[config.mk]
export PLATFORM = sky130hd
export DESIGN_NAME = cnt_ctrl
export DESIGN_NICKNAME = d
export VERILOG_FILES = /design/src/rtl/cnt_ctrl_pkg.sv /design/src/rtl/cnt_ctrl_presc_div.sv /design/src/rtl/cnt_ctrl.sv
export SDC_FILE = /design/constraint.sdc
export NUM_CORES = 1
export LEC_CHECK = 0
export BUFFER_PORTS_ARGS = -buffer_cell sky130_fd_sc_hd__buf_2
export CORE_MARGIN = 5
export CORE_UTILIZATION = 55
export CTS_BUF_LIST = sky130_fd_sc_hd__clkbuf_4 sky130_fd_sc_hd__clkbuf_8 sky130_fd_sc_hd__clkbuf_16
export DETAILED_ROUTE_END_ITERATION = 16
export GPL_ROUTABILITY_DRIVEN = 1
export PLACE_DENSITY = 0.78
export SYNTH_ARGS = -nofsm -noshare
export SYNTH_HDL_FRONTEND = slang
export SYNTH_SLANG_ARGS = --single-unit
[constraint.sdc]
create_clock -name sclk -period 5.8 [get_ports sclk]
set_clock_uncertainty 0.05 [all_clocks]
set_input_delay 1.74 -clock sclk [delete_from_list [all_inputs] [get_ports sclk]]
set_output_delay 1.74 -clock sclk [all_outputs]
set_load 0.05 [all_outputs]
[src/rtl/cnt_ctrl_pkg.sv]
// Shared types and constants for the cnt_ctrl counter/timer block.
package cnt_ctrl_pkg;

  typedef enum logic [1:0] {
    S_IDLE  = 2'd0,
    S_RUN   = 2'd1,
    S_PAUSE = 2'd2,
    S_DONE  = 2'd3
  } state_e;

  localparam int unsigned CNT_W_DEF = 10;
  localparam int unsigned PRE_W_DEF = 8;

  localparam logic ONESHOT  = 1'b0;
  localparam logic PERIODIC = 1'b1;

  function automatic logic is_active(input state_e s);
    return (s == S_RUN) || (s == S_PAUSE);
  endfunction

endpackage

[src/rtl/cnt_ctrl_presc_div.sv]
// Prescaler: counts 0..div while enabled and flags the terminal cycle as adv.
module presc_div #(
  parameter int unsigned PRE_W = 8
) (
  input  logic             clk,
  input  logic             rst,
  input  logic             clr,
  input  logic             en,
  input  logic [PRE_W-1:0] div,
  output logic             adv
);

  logic [PRE_W-1:0] pcnt_q;
  logic [PRE_W-1:0] pcnt_d;

  always_comb begin
    adv    = en && (pcnt_q == div);
    pcnt_d = pcnt_q;
    if (clr) begin
      pcnt_d = '0;
    end else if (adv) begin
      pcnt_d = '0;
    end else if (en) begin
      pcnt_d = pcnt_q + PRE_W'(1);
    end
  end

  always_ff @(posedge clk or posedge rst) begin
    if (rst) begin
      pcnt_q <= '0;
    end else begin
      pcnt_q <= pcnt_d;
    end
  end

endmodule

[src/rtl/cnt_ctrl.sv]
// Configurable one-shot/periodic counter with prescaler, pause and restart control.
module cnt_ctrl
  import cnt_ctrl_pkg::*;
#(
  parameter int unsigned CNT_W = CNT_W_DEF,
  parameter int unsigned PRE_W = PRE_W_DEF
) (
  input  logic             sclk,
  input  logic             rst,
  input  logic             start,
  input  logic             stop,
  input  logic             pause,
  input  logic             mode,
  input  logic [CNT_W-1:0] period,
  input  logic [PRE_W-1:0] presc,
  output logic [CNT_W-1:0] cnt,
  output logic             tick,
  output logic             busy,
  output logic             done,
  output logic             err
);

  state_e           state_q, state_d;
  logic [CNT_W-1:0] cnt_q, cnt_d;
  logic [CNT_W-1:0] period_q, period_d;
  logic [PRE_W-1:0] presc_q, presc_d;
  logic             mode_q, mode_d;
  logic             tick_q, tick_d;
  logic             busy_q, busy_d;
  logic             done_q, done_d;
  logic             err_q, err_d;

  logic             start_ok;
  logic             p_clr;
  logic             p_en;
  logic             p_adv;

  // Prescaler control is kept separate from the main next-state logic so
  // that adv (a function of en) never feeds back into its own enable.
  always_comb begin
    start_ok = start && (period != '0);
    p_clr    = stop || start_ok;
    p_en     = !stop && !start && is_active(state_q) && !pause;
  end

  presc_div #(
    .PRE_W(PRE_W)
  ) u_presc (
    .clk(sclk),
    .rst(rst),
    .clr(p_clr),
    .en (p_en),
    .div(presc_q),
    .adv(p_adv)
  );

  always_comb begin
    state_d  = state_q;
    cnt_d    = cnt_q;
    period_d = period_q;
    presc_d  = presc_q;
    mode_d   = mode_q;
    tick_d   = 1'b0;
    err_d    = 1'b0;

    if (stop) begin
      state_d = S_IDLE;
      cnt_d   = '0;
    end else if (start) begin
      if (start_ok) begin
        state_d  = S_RUN;
        cnt_d    = '0;
        period_d = period;
        presc_d  = presc;
        mode_d   = mode;
      end else begin
        err_d = 1'b1;
      end
    end else begin
      unique case (state_q)
        S_RUN, S_PAUSE: begin
          // Leaving PAUSE resumes counting in the same cycle, so a pause held
          // for k cycles delays the next wrap by exactly k cycles.
          if (pause) begin
            state_d = S_PAUSE;
          end else begin
            state_d = S_RUN;
            if (p_adv) begin
              if (cnt_q == period_q - CNT_W'(1)) begin
                cnt_d  = '0;
                tick_d = 1'b1;
                if (mode_q == ONESHOT) begin
                  state_d = S_DONE;
                end
              end else begin
                cnt_d = cnt_q + CNT_W'(1);
              end
            end
          end
        end
        default: begin
          state_d = state_q;
        end
      endcase
    end

    busy_d = is_active(state_d);
    done_d = (state_d == S_DONE);
  end

  always_ff @(posedge sclk or posedge rst) begin
    if (rst) begin
      state_q  <= S_IDLE;
      cnt_q    <= '0;
      period_q <= '0;
      presc_q  <= '0;
      mode_q   <= 1'b0;
      tick_q   <= 1'b0;
      busy_q   <= 1'b0;
      done_q   <= 1'b0;
      err_q    <= 1'b0;
    end else begin
      state_q  <= state_d;
      cnt_q    <= cnt_d;
      period_q <= period_d;
      presc_q  <= presc_d;
      mode_q   <= mode_d;
      tick_q   <= tick_d;
      busy_q   <= busy_d;
      done_q   <= done_d;
      err_q    <= err_d;
    end
  end

  always_comb begin
    cnt  = cnt_q;
    tick = tick_q;
    busy = busy_q;
    done = done_q;
    err  = err_q;
  end

endmodule
-- Word level (Yosys, flattened, before mapping)
Index checks and enable logic that the tools add are counted.
- register bits after elaboration: 43
- bits of input ports: 24
- output and inout bits: 14
- word-level logic and storage cells: 68
- add/sub/neg operators: 3
- equal/unequal tests: 9
- muxes and demuxes: 27
- bitwise gates (word level): 1
- reductions and logical operators: 18
- operators by type and width (kind ; count):
    $mux 10 ; 7
    $mux 8 ; 3
    $mux 2 ; 8
    $add 10x1->10 const B ; 1
    $eq 10x10->1 ; 1
    $reduce_bool 10->1 ; 1
    $sub 10x1->10 const B ; 1
    $mux 1 ; 9
    $reduce_bool 3->1 ; 3
    $add 8x1->8 const B ; 1
    $eq 8x8->1 ; 1
    $eq 2x2->1 const B ; 3
    $logic_and 1x1->1 ; 5
    $eq 2x1->1 const B ; 2
    $reduce_and 4->1 ; 1
    $logic_not 1->1 ; 3
    $logic_or 1x1->1 ; 3
    $ne 3x1->1 const B ; 1
    $ne 3x3->1 const B ; 1
    $reduce_and 3->1 ; 1
    $reduce_or 2->1 ; 1
    $not 1->1 ; 1

-- Depth between registers and ports, before layout
- depth in word-level cells: 12
- gate-level depth with buffers: 10
- gate-level depth less buffers: 9

-- By module
A second synthesis with hierarchy kept.
- cells, all modules: 243
- area total of the unflattened synthesis: 2422.3 um^2
- by module, submodules not included (module ; instances ; cells each ; area each (um^2) ; seq. area each (um^2)):
    cnt_ctrl ; 1 ; 190 ; 1908.1 ; 875.8
    presc_div ; 1 ; 53 ; 514.2 ; 200.2

-- Least setup slack after synthesis
OpenSTA, ideal clock, no wires.
- kind: input -> register
- start point: input stop
- end point: register cnt_q[5], in the netlist cnt[5]
- library setup time: 0.087 ns
- arrival time: 3.335 ns
- required time: 5.663 ns
- setup slack: 2.329 ns
- stages: 7
- buffers on the path: 2
- path through: clkbuf_1 or4_1 buf_2 nor3_4 or2b_4 o211ai_4 o211ai_1
- cells in the longest elaborated chain, start to end: 7
- ends and longest elaborated chain (what ; RTL line ; RTL):
    from (decl) ; cnt_ctrl.sv:11 ; input logic stop,
    $logic_not 1->1 ; cnt_ctrl.sv:43 ; p_en = !stop && !start && is_active(state_q) && !pause;
    $logic_and 1x1->1 (3 in a row) ; cnt_ctrl.sv:43 ;
    $logic_and 1x1->1 ; cnt_ctrl_presc_div.sv:17 ; adv = en && (pcnt_q == div);
    $reduce_bool 3->1 (no source line) ; n/a ;
    $reduce_and 4->1 (no source line) ; n/a ;
    to (signal assigned) ; cnt_ctrl.sv:124 ; cnt_q <= cnt_d;
    to (decl) ; cnt_ctrl.sv:24 ; logic [CNT_W-1:0] cnt_q, cnt_d;
Several ways; a longest one is shown, not always the timed one.
A chain may end at the register's enable or synchronous reset.

-- Final worst setup path
- start point: input stop
- end point: register cnt_q[7], in the netlist cnt[7]
Same word-level chain as after synthesis.

==> flow_metrics.env <==
export IMPL_required_ns=5.97
export IMPL_hp_start="presc_q[7]"
export IMPL_die_w_um=77.2
export IMPL_max_vdd_ir_drop_mv=0.169
export IMPL_clkTransAtPathRegs_ns=0.08
export IMPL_worstReg2RegStart="period_q[0]"
export IMPL_synthToLayoutAreaGrowth_pct=12.8
export IMPL_antenna_found_initial=0
export IMPL_core_area_mm2=0.00435
export IMPL_status="finished clean"
export IMPL_stdcell_area_mm2=0.00280
export IMPL_pre_cts_ws_ns=2.17
export IMPL_setup_viol=0
export IMPL_yosys_top_cells_area="dfrtp_1, mux2_2, xnor2_1"
export IMPL_rsz0062_at_grt="no"
export IMPL_reg2reg_setup_slack_ns=3.15
export IMPL_max_freq_mhz=300
export IMPL_ant_nets=0
export IMPL_final_max_slew_viol_count=0
export IMPL_start_util_pct=57.0
export IMPL_ios=38
export IMPL_place_area_mm2=0.00271
export IMPL_hp_class="register to register"
export IMPL_fin_ws_ns=2.47
export IMPL_synth_avg_cell_area_um2=9.76
export IMPL_hpwl_um=3710
export IMPL_post_drt_wl_per_cell_um=15.1
export IMPL_arrival_ns=3.50
export IMPL_post_cts_setup_buffer_count=0
export IMPL_die_h_um=77.2
export IMPL_min_to="presc_q[7]"
export IMPL_clock_root_buffer="clkbuf_8"
export IMPL_synth_largest_area_cell="dfrtp_1"
export IMPL_fin_crit_ns=3.33
export IMPL_fin_setup_tns_ns=0
export IMPL_synth_seq_area_share_pct=43.4
export IMPL_num_antenna_cells=0
export IMPL_grt_pass1_vias=1989
export IMPL_regArea_mm2=0.00108
export IMPL_grtUsageTotal_pct=18.7
export IMPL_nets=319
export IMPL_firstDrtPassIters=4
export IMPL_power_density_mw_per_mm2=234
export IMPL_synth_nets=282
export IMPL_holdWs_ns=0.479
export IMPL_worstMarginPinSlew_ns=0.775
export IMPL_synthFlopType="dfrtp_1"
export IMPL_async_reset_ff_share_pct=100
export IMPL_clock_latency_ns=0.30
export IMPL_grt_max_degree=44
export IMPL_max_cap_violations=0
export IMPL_wl_um=5170
export IMPL_vias=2030
export IMPL_dieArea_mm2=0.00595
export IMPL_port_buffers=37
export IMPL_grt_overflow=0
export IMPL_yosysMostFrequentCell="dfrtp_1"
export IMPL_ff2ff_path_depth=9
export IMPL_synth_edf_count=0
export IMPL_vias_per_cell=5.92
export IMPL_dp_cells=336
export IMPL_multi_input_area_mm2=0.00134
export IMPL_holdPathStages=1
export IMPL_gp_congestion=0.775
export IMPL_cts_tree="yes"
export IMPL_clock_sinks=43
export IMPL_grt_pass1_wl_um=9130
export IMPL_cts_repair_resized=0
export IMPL_synth_seq_cells=43
export IMPL_syn_area_mm2=0.00248
export IMPL_slew_headroom_pct=48.1
export IMPL_ys_warn_count=0
export IMPL_cts_made_buffers=5
export IMPL_end_kind="register"
export IMPL_r2r_end="busy"
export IMPL_start_kind="input pin"
export IMPL_fin_util_pct=64.3
export IMPL_fill_cells=373
export IMPL_synth_common_cells="dfrtp_1, nand2_1, nor2_1"
export IMPL_min_period_over_period_pct=57.4
export IMPL_hold_viol=0
export IMPL_htreeDepth=2
export IMPL_drtIter0Drc=101
export IMPL_drive_above_1_share_pct=25.8
export IMPL_hold_buffers=0
export IMPL_synthCells=254
export IMPL_synth_top_area_share_pct=43.4
export IMPL_fin_cells=343
export IMPL_power_mw=0.656
export IMPL_post_route_drc_count=0
export IMPL_rows=24
export IMPL_worstSetupPathType="input pin to register"
export IMPL_netlist_cell_type_count=45
export IMPL_crit_fanout=10
export IMPL_clock_path_buffers=2
export IMPL_power_leakage_nw=1.22
-- layout make-up --
type                    count  area share, %
clock inverters             1          0.179
inverters                   7          0.939
clock buffers               6           2.95
multi-input cells         195           48.0
repair buffers             39           7.16
well taps                  52           2.33
flip-flops and latches     43           38.5
-- how the worst max path moves through the flow --
stage          slack [ns]      to  from
2_1_floorplan        2.33  cnt[5]  stop
3_3_place_gp         2.23  cnt[7]  stop
3_5_place_dp         2.17  cnt[6]  stop
4_1_cts              2.49  cnt[6]  stop
5_1_grt              2.32  cnt[7]  stop
6_report             2.47  cnt[7]  stop
-- registers in the layout, summed over array words and instances, names as in the netlist --
name,count
err,1
presc_q,8
busy,1
period_q,10
done,1
cnt,10
u_presc.pcnt_q,8
state_q,2
mode_q,1
tick,1
-- worst max-delay path, stage by stage --
cell	delay [ns]
buf_2	0.15
or4_1	0.67
nor3_4	0.38
or2b_4	0.23
o211ai_4	0.11
o211ai_1	0.21
-- power by group --
group,switching [mW],internal (mW),total [mW]
Sequential,0.0262,0.321,0.347
Clock,0.0995,0.0935,0.193
Combinational,0.0596,0.0556,0.115
Total,0.185,0.470,0.656
-- layer usage --
layer	track usage, %	up-vias	share of wire [%]
li1	-	989	-
met2	30.7	42	50
met5	0	-	0
met3	5.04	8	4.7
met4	6.53	0	1.6
met1	23.6	991	44
-- kinds of logic (layout without fill, tap and decap cells) --
logic type,count (synthesis),after routing,share of synthesized area [%]
compound gates,50,50,14.8
xor+xnor,22,22,7.77
fa+ha+maj,5,5,2.42
buf+inv,16,53,2.47
flops,43,43,43.4
mux,18,18,8.12
simple gates,100,100,21.0
-- placed cells by master (no fill, tap or decap), types with 2 or more instances in the layout --
cell type	synthesis	routed
buf_2	1	37
nor4_1	5	5
nand2_1	28	28
dfrtp_1	43	43
nor2b_1	5	5
nand3b_1	2	2
o211ai_1	7	7
xnor2_1	19	19
or3_1	2	2
or2_2	4	4
a21oi_1	8	8
nand3_1	12	12
a221o_1	2	2
ha_1	4	4
mux2_2	17	17
nor3_1	6	6
xor2_1	3	3
nand4_1	2	2
clkbuf_8	0	6
and3_1	3	3
o2111ai_1	6	6
nor2_1	21	21
o21ai_0	16	16
buf_4	0	2
and2_1	3	3
inv_1	7	7
and3b_1	2	2
(Power assumes the default switching activity.)
